--- src/rtl/fault_sim_sequencer.sv ---
// rtl/fault_sim_sequencer.sv - fault-simulation vector sequencer with delayed response sampling
// Applies NUM_VECTORS binary/LFSR vectors, samples the detector RESP_LATENCY cycles later, summarises faults.
module fault_sim_sequencer #(
    parameter int VEC_WIDTH    = 8,
    parameter int NUM_VECTORS  = 16,
    parameter int RESP_LATENCY = 1,
    parameter int CNT_WIDTH    = 9
) (
    input  logic                 clk,
    input  logic                 reset_n,
    input  logic                 start,
    input  logic                 abort,
    input  logic                 mode,
    input  logic [VEC_WIDTH-1:0] seed,
    output logic [VEC_WIDTH-1:0] test_vector,
    output logic                 vector_valid,
    input  logic                 fault_detected,
    output logic                 busy,
    output logic                 done,
    output logic [CNT_WIDTH-1:0] fault_count,
    output logic [CNT_WIDTH-1:0] first_fail_idx,
    output logic                 first_fail_valid
);
    localparam int WAIT_LAST = (RESP_LATENCY > 1) ? RESP_LATENCY - 2 : 0;
    localparam int WAIT_W    = (WAIT_LAST > 0) ? $clog2(WAIT_LAST + 1) : 1;
    localparam logic [CNT_WIDTH-1:0] LAST_IDX = CNT_WIDTH'(NUM_VECTORS - 1);
    localparam logic [VEC_WIDTH-1:0] VEC_ONE  = VEC_WIDTH'(1);

    typedef enum logic [1:0] {S_IDLE, S_APPLY, S_WAIT, S_SAMPLE} state_t;

    state_t                 state_q;
    logic                   mode_q;
    logic [VEC_WIDTH-1:0]   vec_q;
    logic [CNT_WIDTH-1:0]   idx_q;
    logic [WAIT_W-1:0]      wait_q;
    logic                   vv_q;
    logic                   busy_q;
    logic                   done_q;
    logic [CNT_WIDTH-1:0]   cnt_q;
    logic [CNT_WIDTH-1:0]   ffi_q;
    logic                   ffv_q;

    // Taps x^8+x^6+x^5+x^4+1; a nonzero state never shifts into all-zero.
    function automatic logic [VEC_WIDTH-1:0] advance(input logic lfsr, input logic [VEC_WIDTH-1:0] v);
        if (lfsr) begin
            return {v[VEC_WIDTH-2:0], v[VEC_WIDTH-1] ^ v[VEC_WIDTH-3] ^ v[VEC_WIDTH-4] ^ v[VEC_WIDTH-5]};
        end
        return v + VEC_ONE;
    endfunction

    always_ff @(posedge clk or negedge reset_n) begin
        if (!reset_n) begin
            state_q <= S_IDLE;
            mode_q  <= 1'b0;
            vec_q   <= '0;
            idx_q   <= '0;
            wait_q  <= '0;
            vv_q    <= 1'b0;
            busy_q  <= 1'b0;
            done_q  <= 1'b0;
            cnt_q   <= '0;
            ffi_q   <= '0;
            ffv_q   <= 1'b0;
        end else begin
            vv_q <= 1'b0;
            if (abort && state_q != S_IDLE) begin
                state_q <= S_IDLE;
                busy_q  <= 1'b0;
            end else begin
                case (state_q)
                    S_IDLE: begin
                        if (start && !abort) begin
                            mode_q  <= mode;
                            vec_q   <= !mode ? '0 : ((seed == '0) ? VEC_ONE : seed);
                            idx_q   <= '0;
                            cnt_q   <= '0;
                            ffi_q   <= '0;
                            ffv_q   <= 1'b0;
                            done_q  <= 1'b0;
                            busy_q  <= 1'b1;
                            vv_q    <= 1'b1;
                            state_q <= S_APPLY;
                        end
                    end
                    S_APPLY: begin
                        if (RESP_LATENCY > 1) begin
                            wait_q  <= '0;
                            state_q <= S_WAIT;
                        end else begin
                            state_q <= S_SAMPLE;
                        end
                    end
                    S_WAIT: begin
                        if (wait_q == WAIT_W'(WAIT_LAST)) begin
                            state_q <= S_SAMPLE;
                        end else begin
                            wait_q <= wait_q + 1'b1;
                        end
                    end
                    S_SAMPLE: begin
                        if (fault_detected) begin
                            if (cnt_q != '1) begin
                                cnt_q <= cnt_q + 1'b1;
                            end
                            if (!ffv_q) begin
                                ffi_q <= idx_q;
                                ffv_q <= 1'b1;
                            end
                        end
                        if (idx_q == LAST_IDX) begin
                            busy_q  <= 1'b0;
                            done_q  <= 1'b1;
                            state_q <= S_IDLE;
                        end else begin
                            vec_q   <= advance(mode_q, vec_q);
                            idx_q   <= idx_q + 1'b1;
                            vv_q    <= 1'b1;
                            state_q <= S_APPLY;
                        end
                    end
                    default: state_q <= S_IDLE;
                endcase
            end
        end
    end

    assign test_vector      = vec_q;
    assign vector_valid     = vv_q;
    assign busy             = busy_q;
    assign done             = done_q;
    assign fault_count      = cnt_q;
    assign first_fail_idx   = ffi_q;
    assign first_fail_valid = ffv_q;
endmodule

--- config.mk ---
export PLATFORM = sky130hd
export DESIGN_NAME = fault_sim_sequencer
export DESIGN_NICKNAME = d
export VERILOG_FILES = /design/src/rtl/fault_sim_sequencer.sv
export SDC_FILE = /design/constraint.sdc
export NUM_CORES = 1
export LEC_CHECK = 0
export BUFFER_PORTS_ARGS = -buffer_cell sky130_fd_sc_hd__buf_2
export CELL_PAD_IN_SITES_DETAIL_PLACEMENT = 0
export CELL_PAD_IN_SITES_GLOBAL_PLACEMENT = 1
export CORE_AREA = 2 2 79 81
export DETAILED_ROUTE_END_ITERATION = 10
export DIE_AREA = 0 0 81 83
export PLACE_DENSITY = 0.87
export SLEW_MARGIN = 10
export SYNTH_ARGS = -nofsm -noshare
export SYNTH_HDL_FRONTEND = slang
export SYNTH_SLANG_ARGS = --single-unit
export TNS_END_PERCENT = 10
--- constraint.sdc ---
create_clock -name clk -period 2.44 [get_ports clk]
set_input_delay 0.244 -clock clk [delete_from_list [all_inputs] [get_ports clk]]
set_output_delay 0.244 -clock clk [all_outputs]
set_load 0.01 [all_outputs]
==> results of run 1 <==
-- worst max-delay path: cells and delay by family, from the launching register on --
family	cells	cell delay, ps
adder cells (fa/ha/maj)	2	400
AND/OR/NAND/NOR	4	820
flip-flops	1	420
AO/OA/AOI/OAI	2	540
-- sequential cells by signal, summed over array words and instances, names as in the netlist, 2 cells and up --
name,count
fault_count,9
first_fail_idx,9
idx_q,9
state_q,2
test_vector,8
-- power by group --
| group | internal (uW) | switching, uW |
|---|---|---|
| Clock | 202 | 237 |
| Combinational | 423 | 480 |
| Sequential | 822 | 206 |
-- kinds of logic (layout without fill, tap and decap cells) --
family	count (synthesis)	in the layout	synth area share, %
AND/OR/NAND/NOR	88	88	21.3
AO/OA/AOI/OAI	75	75	21.2
adder cells (fa/ha/maj)	6	6	3.15
multiplexers	10	10	4.99
flip-flops	42	42	44.1
XOR/XNOR	4	4	1.47
buffers and inverters	20	66	3.78
-- through the flow --
step	utilization (%)	setup slack (ps)
6_report	47.8	183
5_1_grt	47.8	25.9
4_1_cts	47.6	159
3_5_place_dp	46.1	175
3_3_place_gp	46.1	241
2_1_floorplan	-	295
-- how the worst min path moves through the flow --
stage | start | end | slack [ps] | depth (start not counted)
global route | reset_n | first_fail_valid | 170 | 1
global placement | reset_n | test_vector[2] | 450 | 1
finish | reset_n | test_vector[2] | 90 | 1
floorplan | reset_n | busy | -50 | 0
CTS | reset_n | fault_count[8] | 140 | 1
detailed placement | reset_n | busy | 460 | 1
-- cells in the final DEF (no fill, tap or decap), types with 2 or more instances in the layout --
| cell type | instances |
|---|---|
| sky130_fd_sc_hd__mux2_4 | 3 |
| sky130_fd_sc_hd__a21o_1 | 2 |
| sky130_fd_sc_hd__buf_4 | 7 |
| sky130_fd_sc_hd__clkbuf_8 | 5 |
| sky130_fd_sc_hd__nand2b_1 | 9 |
| sky130_fd_sc_hd__or3_1 | 5 |
| sky130_fd_sc_hd__o21ai_0 | 19 |
| sky130_fd_sc_hd__a211oi_1 | 2 |
| sky130_fd_sc_hd__mux2_2 | 3 |
| sky130_fd_sc_hd__nor2b_1 | 5 |
| sky130_fd_sc_hd__o31ai_1 | 7 |
| sky130_fd_sc_hd__nor3_1 | 4 |
| sky130_fd_sc_hd__and3_1 | 2 |
| sky130_fd_sc_hd__o311ai_0 | 3 |
| sky130_fd_sc_hd__inv_1 | 8 |
| sky130_fd_sc_hd__nand3_1 | 14 |
| sky130_fd_sc_hd__buf_2 | 43 |
| sky130_fd_sc_hd__a21oi_1 | 17 |
| sky130_fd_sc_hd__nand3b_1 | 2 |
| sky130_fd_sc_hd__xnor2_1 | 3 |
| sky130_fd_sc_hd__nor4_1 | 2 |
| sky130_fd_sc_hd__mux2i_1 | 4 |
| sky130_fd_sc_hd__dfrtp_1 | 42 |
| sky130_fd_sc_hd__or4_1 | 6 |
| sky130_fd_sc_hd__a2bb2oi_1 | 2 |
| sky130_fd_sc_hd__a22o_1 | 8 |
| sky130_fd_sc_hd__ha_1 | 6 |
| sky130_fd_sc_hd__nor2_1 | 6 |
| sky130_fd_sc_hd__o21a_1 | 2 |
| sky130_fd_sc_hd__nand2_1 | 23 |
| sky130_fd_sc_hd__o211ai_1 | 3 |
| sky130_fd_sc_hd__nand4_1 | 2 |
-- routing by layer --
metal  vias to the layer above  share of wire, %  routed length, um
met2                        45                47               2460
met4                         0              0.36                 19
met3                         2               4.6                242
met5                         -                 0                  0
li1                       1012                 -                  -
met1                       959                48               2500
-- final cells by class --
type / instances / area, um2 / area share [%]
Timing Repair Buffer: 50 / 268 / 9.64
Clock inverter: 2 / 13.8 / 0.495
Tap cell: 75 / 93.8 / 3.38
Inverter: 8 / 30.0 / 1.08
Clock buffer: 6 / 72.6 / 2.61
Multi-Input combinational cell: 183 / 1250 / 45.0
Sequential cell: 42 / 1050 / 37.8
-- what timing repair did --
action	4_1_cts	5_1_grt
buffers inserted	0	0
setup endpoints to repair	0	1
gates resized for setup	0	2
==> impl_summary.log, run 1 <==
[metrics] number of instances in the synthesized netlist: between 200 and 250
[metrics] Syn. warnings: 0
[metrics] root buffer selected by CTS: sky130_fd_sc_hd__clkbuf_8
[metrics] clock tree from TritonCTS: built
[metrics] wirelength, routed: between 5 and 6 mm
[metrics] count of placed standard cells in the final layout, fillers left out: around 370
[metrics] routing usage on met2: 26.2%
[metrics] RR Startpoint: fault_count[0]
[metrics] pin count of the biggest net entering global routing: 43
[metrics] min Tclk post-route: around 2300 ps
[metrics] destination of the critical timing path: fault_count[7]
[metrics] setup repair after global routing missed its margin: no
[metrics] power density cells: approximately 850 nW/um2
[metrics] share of the synthesized area in the top cell type: roughly 44%
[metrics] Post-Route Hold Slack: approximately 87 ps
[metrics] busiest grt layer: met2
[metrics] antenna-violating nets left: 0
[metrics] startpoint-to-endpoint class of the critical path: flip-flop to flip-flop
[metrics] I/O pin count: 44
[metrics] final net count: 310
[metrics] most instantiated flip-flop cell in the synthesis netlist: sky130_fd_sc_hd__dfrtp_1
[metrics] total core area: around 5800 um2
[metrics] slowest stage cell, crit path: sky130_fd_sc_hd__or4_1
[metrics] Initial Util: approximately two fifths
[metrics] Async SR Flop Fraction: 100%
[metrics] met3 track demand over resource in global routing: ~3.7%
[metrics] layout cells sized above 1: 24.7%
[metrics] top cells by instance count after synthesis: sky130_fd_sc_hd__dfrtp_1, sky130_fd_sc_hd__nand2_1, sky130_fd_sc_hd__o21ai_0
[metrics] iteration-0 DRC count of the detailed router: 69
[metrics] Layout Skew: ~8.6 ps
[metrics] CTS Sinks: 42
[metrics] antenna violations before repair: 0
[metrics] Mapped Avg Cell Area: roughly 9.7 um2
[metrics] biggest area contributors in the synthesized netlist: sky130_fd_sc_hd__dfrtp_1, sky130_fd_sc_hd__o21ai_0, sky130_fd_sc_hd__nand2_1
[metrics] Avg WL per Cell: roughly 14 um
[metrics] Final Cell Area: between 2000 and 3000 um2
[metrics] count of endpoints failing setup in the final report: 0
[metrics] global-route total usage across every layer: 16.9%
[metrics] cts hold-fix bufs: 0
[metrics] # diodes: 0
[metrics] count of max-cap constraint violations: 0
[metrics] cell mode on critical path: sky130_fd_sc_hd__ha_1
[metrics] number of enable-type register cells in the synthesized netlist: 0
[metrics] net count after synthesis: around 270
[metrics] number of buffers added by the clock tree synthesis step: 5
[metrics] Clock Tree Buf Depth: 2
[metrics] number of cells on the worst reg-to-reg path: 8
[metrics] Hold Violations, Final: 0
[metrics] height of the die: just over 80 um
[metrics] cell area reported after detailed placement: 2680 um2
[metrics] ordered cell list for the critical path: ha_1 -> nand3_1 -> nor2_1 -> ha_1 -> nand3b_1 -> a211o_4 -> or4_1 -> a21oi_1
[metrics] dpl hpwl: roughly 3.7 mm
[metrics] Congestion Overflow GR: 0
[metrics] GR Layer Usage met1: between 20% and 30%
[metrics] final worst path period share: between 90 and 100%
[metrics] clock transition at the register clock pins on the worst setup and hold paths after CTS: 80 ps
[metrics] largest stage delay on the critical path: 470 ps
[metrics] most numerous cell in the Yosys netlist: sky130_fd_sc_hd__dfrtp_1
[metrics] Placed Cells: around 360
[metrics] average via count per standard cell: between 5 and 6
[metrics] RD Place Congestion: between 0.7 and 0.8
[metrics] number of iterations in the first detailed-routing pass: 6
[metrics] post-synthesis instance area: between 2000 and 2500 um2
[metrics] VDD IR max: 0.597 mV
[metrics] data required time of the worst path: between 2000 and 3000 ps
[metrics] Die ar.: just under 7000 um2
[metrics] source of the critical timing path: fault_count[0]
[metrics] clock latency of the later-clocked register in the worst-skew pair: around 290 ps
[metrics] fill count: just under 600
[metrics] depth of the CTS H-tree: 2
[metrics] vias after detailed routing: roughly 2000
[metrics] number of I/O port buffers: 43
[metrics] result of the run: finished clean
[metrics] site row count: 28
[metrics] setup tns final: 0 ps
[metrics] share of the yosys chip area belonging to registers: ~44%
[metrics] actual transition at the worst max-transition pin: between 900 and 1000 ps
[metrics] count of unresolved DRC violations after routing: 0
[metrics] Reg2Reg Setup Slack: 180 ps
[metrics] capture instance of the worst register-to-register path: fault_count[7]
[metrics] Final Max Slew Viols: 0
[metrics] library cell occupying the most area in the post-synthesis netlist: sky130_fd_sc_hd__dfrtp_1
[metrics] count of cell types in the netlist: 51
[metrics] Total Power Consumption: around 2400 uW
[metrics] Layout Area Growth over Synthesis: 16.6%
[metrics] category of the worst setup path launch point: flip-flop
[metrics] global-route wire length before repair: 9.12 mm
[metrics] Critical Path End Type: flip-flop
[metrics] number of global-route vias before repair: 1900
[metrics] critical-path maximum fanout: 9
[metrics] leakage power summed over all cells: approximately 0.0013 uW
[metrics] Die Wd: 81 um
[metrics] Min-Delay Path Class: input port to asynchronous set/reset pin
[metrics] Slew Limit Headroom: between 30% and 40%
[metrics] highest achievable clock rate: approximately 440 MHz
[metrics] worst path arrival time: 2480 ps
[metrics] FF+latch count, synth: 42
Note: power is estimated with default switching activity, not from simulation.
==> run 2: changes to the inputs <==
--- a/config.mk
+++ b/config.mk
@@ -5,13 +5,13 @@
 export SDC_FILE = /design/constraint.sdc
 export NUM_CORES = 1
 export LEC_CHECK = 0
-export BUFFER_PORTS_ARGS = -buffer_cell sky130_fd_sc_hd__buf_2
+export BUFFER_PORTS_ARGS = -buffer_cell sky130_fd_sc_hd__buf_4
 export CELL_PAD_IN_SITES_DETAIL_PLACEMENT = 0
 export CELL_PAD_IN_SITES_GLOBAL_PLACEMENT = 1
 export CORE_AREA = 2 2 79 81
 export DETAILED_ROUTE_END_ITERATION = 10
 export DIE_AREA = 0 0 81 83
-export PLACE_DENSITY = 0.87
+export PLACE_DENSITY_LB_ADDON = 0.1
 export SLEW_MARGIN = 10
 export SYNTH_ARGS = -nofsm -noshare
 export SYNTH_HDL_FRONTEND = slang
==> impl_summary.log, run 2 (synthesized netlist as in run 1, its figures left out) <==
[metrics] result of the run: finished clean
[metrics] depth of the CTS H-tree: 2 (unchanged)
[metrics] Initial Util: 41.0% (unchanged)
[metrics] count of endpoints failing setup in the final report: 0 (unchanged)
[metrics] layout cells sized above 1: 25.1% (+0.34 points)
[metrics] Min-Delay Path Class: input port to flip-flop
[metrics] Reg2Reg Setup Slack: 130 ps (-60 ps)
[metrics] detailed-routed wire length on met3: 228 um (-5.8%)
[metrics] Slew Limit Headroom: 61.1% (+24 points)
[metrics] setup repair after global routing missed its margin: no
[metrics] Critical Path End Type: flip-flop
[metrics] number of global-route vias before repair: 1951 (+2.7%)
[metrics] count of max-cap constraint violations: 0 (unchanged)
[metrics] final worst path period share: 94.8% (+2.3 points)
[metrics] clock transition at the register clock pins on the worst setup and hold paths after CTS: 90 ps (about the same)
[metrics] clock tree from TritonCTS: built
[metrics] critical-path maximum fanout: 10 (+1)
[metrics] VDD IR max: 0.428 mV (-28%)
[metrics] RD Place Congestion: 0.772 (-2.9%)
[metrics] power density cells: 881 nW/um2 (+3.3%)
[metrics] source of the critical timing path: fault_count[0]
[metrics] pin count of the biggest net entering global routing: 43 (unchanged)
[metrics] leading cell type in the layout, fill and taps excluded: sky130_fd_sc_hd__buf_4
[metrics] Layout Area Growth over Synthesis: 22.4%
[metrics] root buffer selected by CTS: sky130_fd_sc_hd__clkbuf_8
[metrics] Die ar.: 6720 um2 (unchanged)
[metrics] clock latency of the later-clocked register in the worst-skew pair: 290 ps (about the same)
[metrics] Congestion Overflow GR: 0 (unchanged)
[metrics] height of the die: 83 um (unchanged)
[metrics] Largest delay share family, worst path: simple AND/OR/NAND/NOR gates
[metrics] CTS Sinks: 42 (unchanged)
[metrics] DRT met1 WL: 2.79 mm (+12%)
[metrics] number of buffers added by the clock tree synthesis step: 5 (unchanged)
[metrics] Hold Violations, Final: 0 (unchanged)
[metrics] ordered cell list for the critical path: ha_1 -> nand3_1 -> nor2_1 -> ha_1 -> nand3b_1 -> a211o_4 -> buf_4 -> or3_1 -> a21oi_1
[metrics] highest routing layer actually used: met4
[metrics] dpl hpwl: 4.00 mm (+7.8%)
[metrics] vias after detailed routing: 2005 (-0.64%)
[metrics] top library cells by usage in the layout, fill and taps aside: sky130_fd_sc_hd__buf_4, sky130_fd_sc_hd__dfrtp_1, sky130_fd_sc_hd__nand2_1
[metrics] data required time of the worst path: 2660 ps (about the same)
[metrics] number of iterations in the first detailed-routing pass: 4 (-2)
[metrics] site row count: 28 (unchanged)
[metrics] actual transition at the worst max-transition pin: 584 ps (-359 ps)
[metrics] crit path buf inv count: 1 (+1)
[metrics] antenna-violating nets left: 0 (unchanged)
[metrics] leakage power summed over all cells: 0.00129 uW (+2.0%)
[metrics] worst path arrival time: 2530 ps (+50 ps)
[metrics] total setup buffers inserted after CTS: 0 (unchanged)
[metrics] Layout Skew: 3.87 ps (-4.69 ps)
[metrics] global-route wire length before repair: 9.81 mm (+7.6%)
[metrics] I/O pin count: 44 (unchanged)
[metrics] cell mode on critical path: sky130_fd_sc_hd__ha_1
[metrics] slowest stage cell, crit path: sky130_fd_sc_hd__dfrtp_2
[metrics] count of unresolved DRC violations after routing: 0 (unchanged)
[metrics] startpoint-to-endpoint class of the critical path: flip-flop to flip-flop
[metrics] number of I/O port buffers: 43 (unchanged)
[metrics] RR Startpoint: fault_count[0]
[metrics] Placed Cells: 357 (-0.28%)
[metrics] Final Max Slew Viols: 0 (unchanged)
[metrics] average via count per standard cell: 5.48 (-0.64%)
[metrics] setup tns final: 0 ps (unchanged)
[metrics] count of placed standard cells in the final layout, fillers left out: 366 (unchanged)
[metrics] # diodes: 0 (unchanged)
[metrics] final net count: 310 (unchanged)
[metrics] Die Wd: 81 um (unchanged)
[metrics] wirelength, routed: 5.70 mm (+9.1%)
[metrics] fill count: 570 (-1.6%)
[metrics] iteration-0 DRC count of the detailed router: 118 (+71%)
[metrics] Avg WL per Cell: 15.6 um (+9.1%)
[metrics] Clock Tree Buf Depth: 2 (unchanged)
[metrics] critical hold path startpoint: abort
[metrics] min Tclk post-route: 2310 ps (+55.9 ps)
[metrics] highest achievable clock rate: 432 MHz (-2.4%)
[metrics] total core area: 5820 um2 (unchanged)
[metrics] antenna violations before repair: 0 (unchanged)
[metrics] category of the worst setup path launch point: flip-flop
[metrics] global-route total usage across every layer: 18.5% (+1.6 points)
[metrics] Routed met2 length: 2.61 mm (+6.1%)
[metrics] largest stage delay on the critical path: 440 ps (-30 ps)
[run 2: path summary, 6_finish.rpt]
path	endpoint	cells past startpoint
worst max-delay path	fault_count[6]	9
worst min-delay path	busy	2
worst max register to register	fault_count[6]	9
worst min register to register	first_fail_idx[1]	1
max in group asynchronous	fault_count[0]	2
min in group asynchronous	state_q[0]	2
[run 2: worst register-to-register path: stages, from the launching register on]
cell	delay (ps)
sky130_fd_sc_hd__dfrtp_2	440
sky130_fd_sc_hd__ha_1	230
sky130_fd_sc_hd__nand3_1	120
sky130_fd_sc_hd__nor2_1	60
sky130_fd_sc_hd__ha_1	170
sky130_fd_sc_hd__nand3b_1	170
sky130_fd_sc_hd__a211o_4	400
sky130_fd_sc_hd__buf_4	180
sky130_fd_sc_hd__or3_1	300
sky130_fd_sc_hd__a21oi_1	160
[run 2: power by group]
group          total (uW)  switching (uW)  internal, uW
logic                 970             489           480
registers            1040             212           823
clock network         565             258           307
[run 2: metal layers]
| layer | vias to the layer above | GRT usage, % |
|---|---|---|
| met2 | 41 | 27.7 |
| met5 | - | 0 |
| met1 | 946 | 26.9 |
| met4 | 0 | 4.93 |
| met3 | 7 | 4.02 |
| li1 | 1011 | - |
[run 2: what timing repair did]
action                                  CTS  global route
endpoints found under the hold margin    42             0
hold buffers                              1             0
resized for setup                         0             3
endpoints found under the setup margin    0             4
[run 2: area by class of cell]
cell class	count	area, um2	area share (%)
multi-input combinational	183	1250	42.9
clock buffer	5	68.8	2.36
inverter	8	30.0	1.03
clock inverter	3	43.8	1.50
tap	75	93.8	3.22
sequential	42	1050	36.1
timing repair buffer	50	378	13.0
[run 2: metrics by stage]
step / total power (uW) / util (%) / setup WS [ps] / cell area (um2) / hold WS [ps]
floorplan: 1650 / - / 295 / 2380 / -51.6
global placement: 1990 / 47.9 / 203 / 2780 / 274
detailed placement: 2000 / 47.9 / 128 / 2780 / 272
CTS: 2580 / 50.0 / 76.2 / 2910 / 243
global route: 2770 / 50.2 / 7.57 / 2920 / 266
finish: 2570 / 50.2 / 127 / 2920 / 252
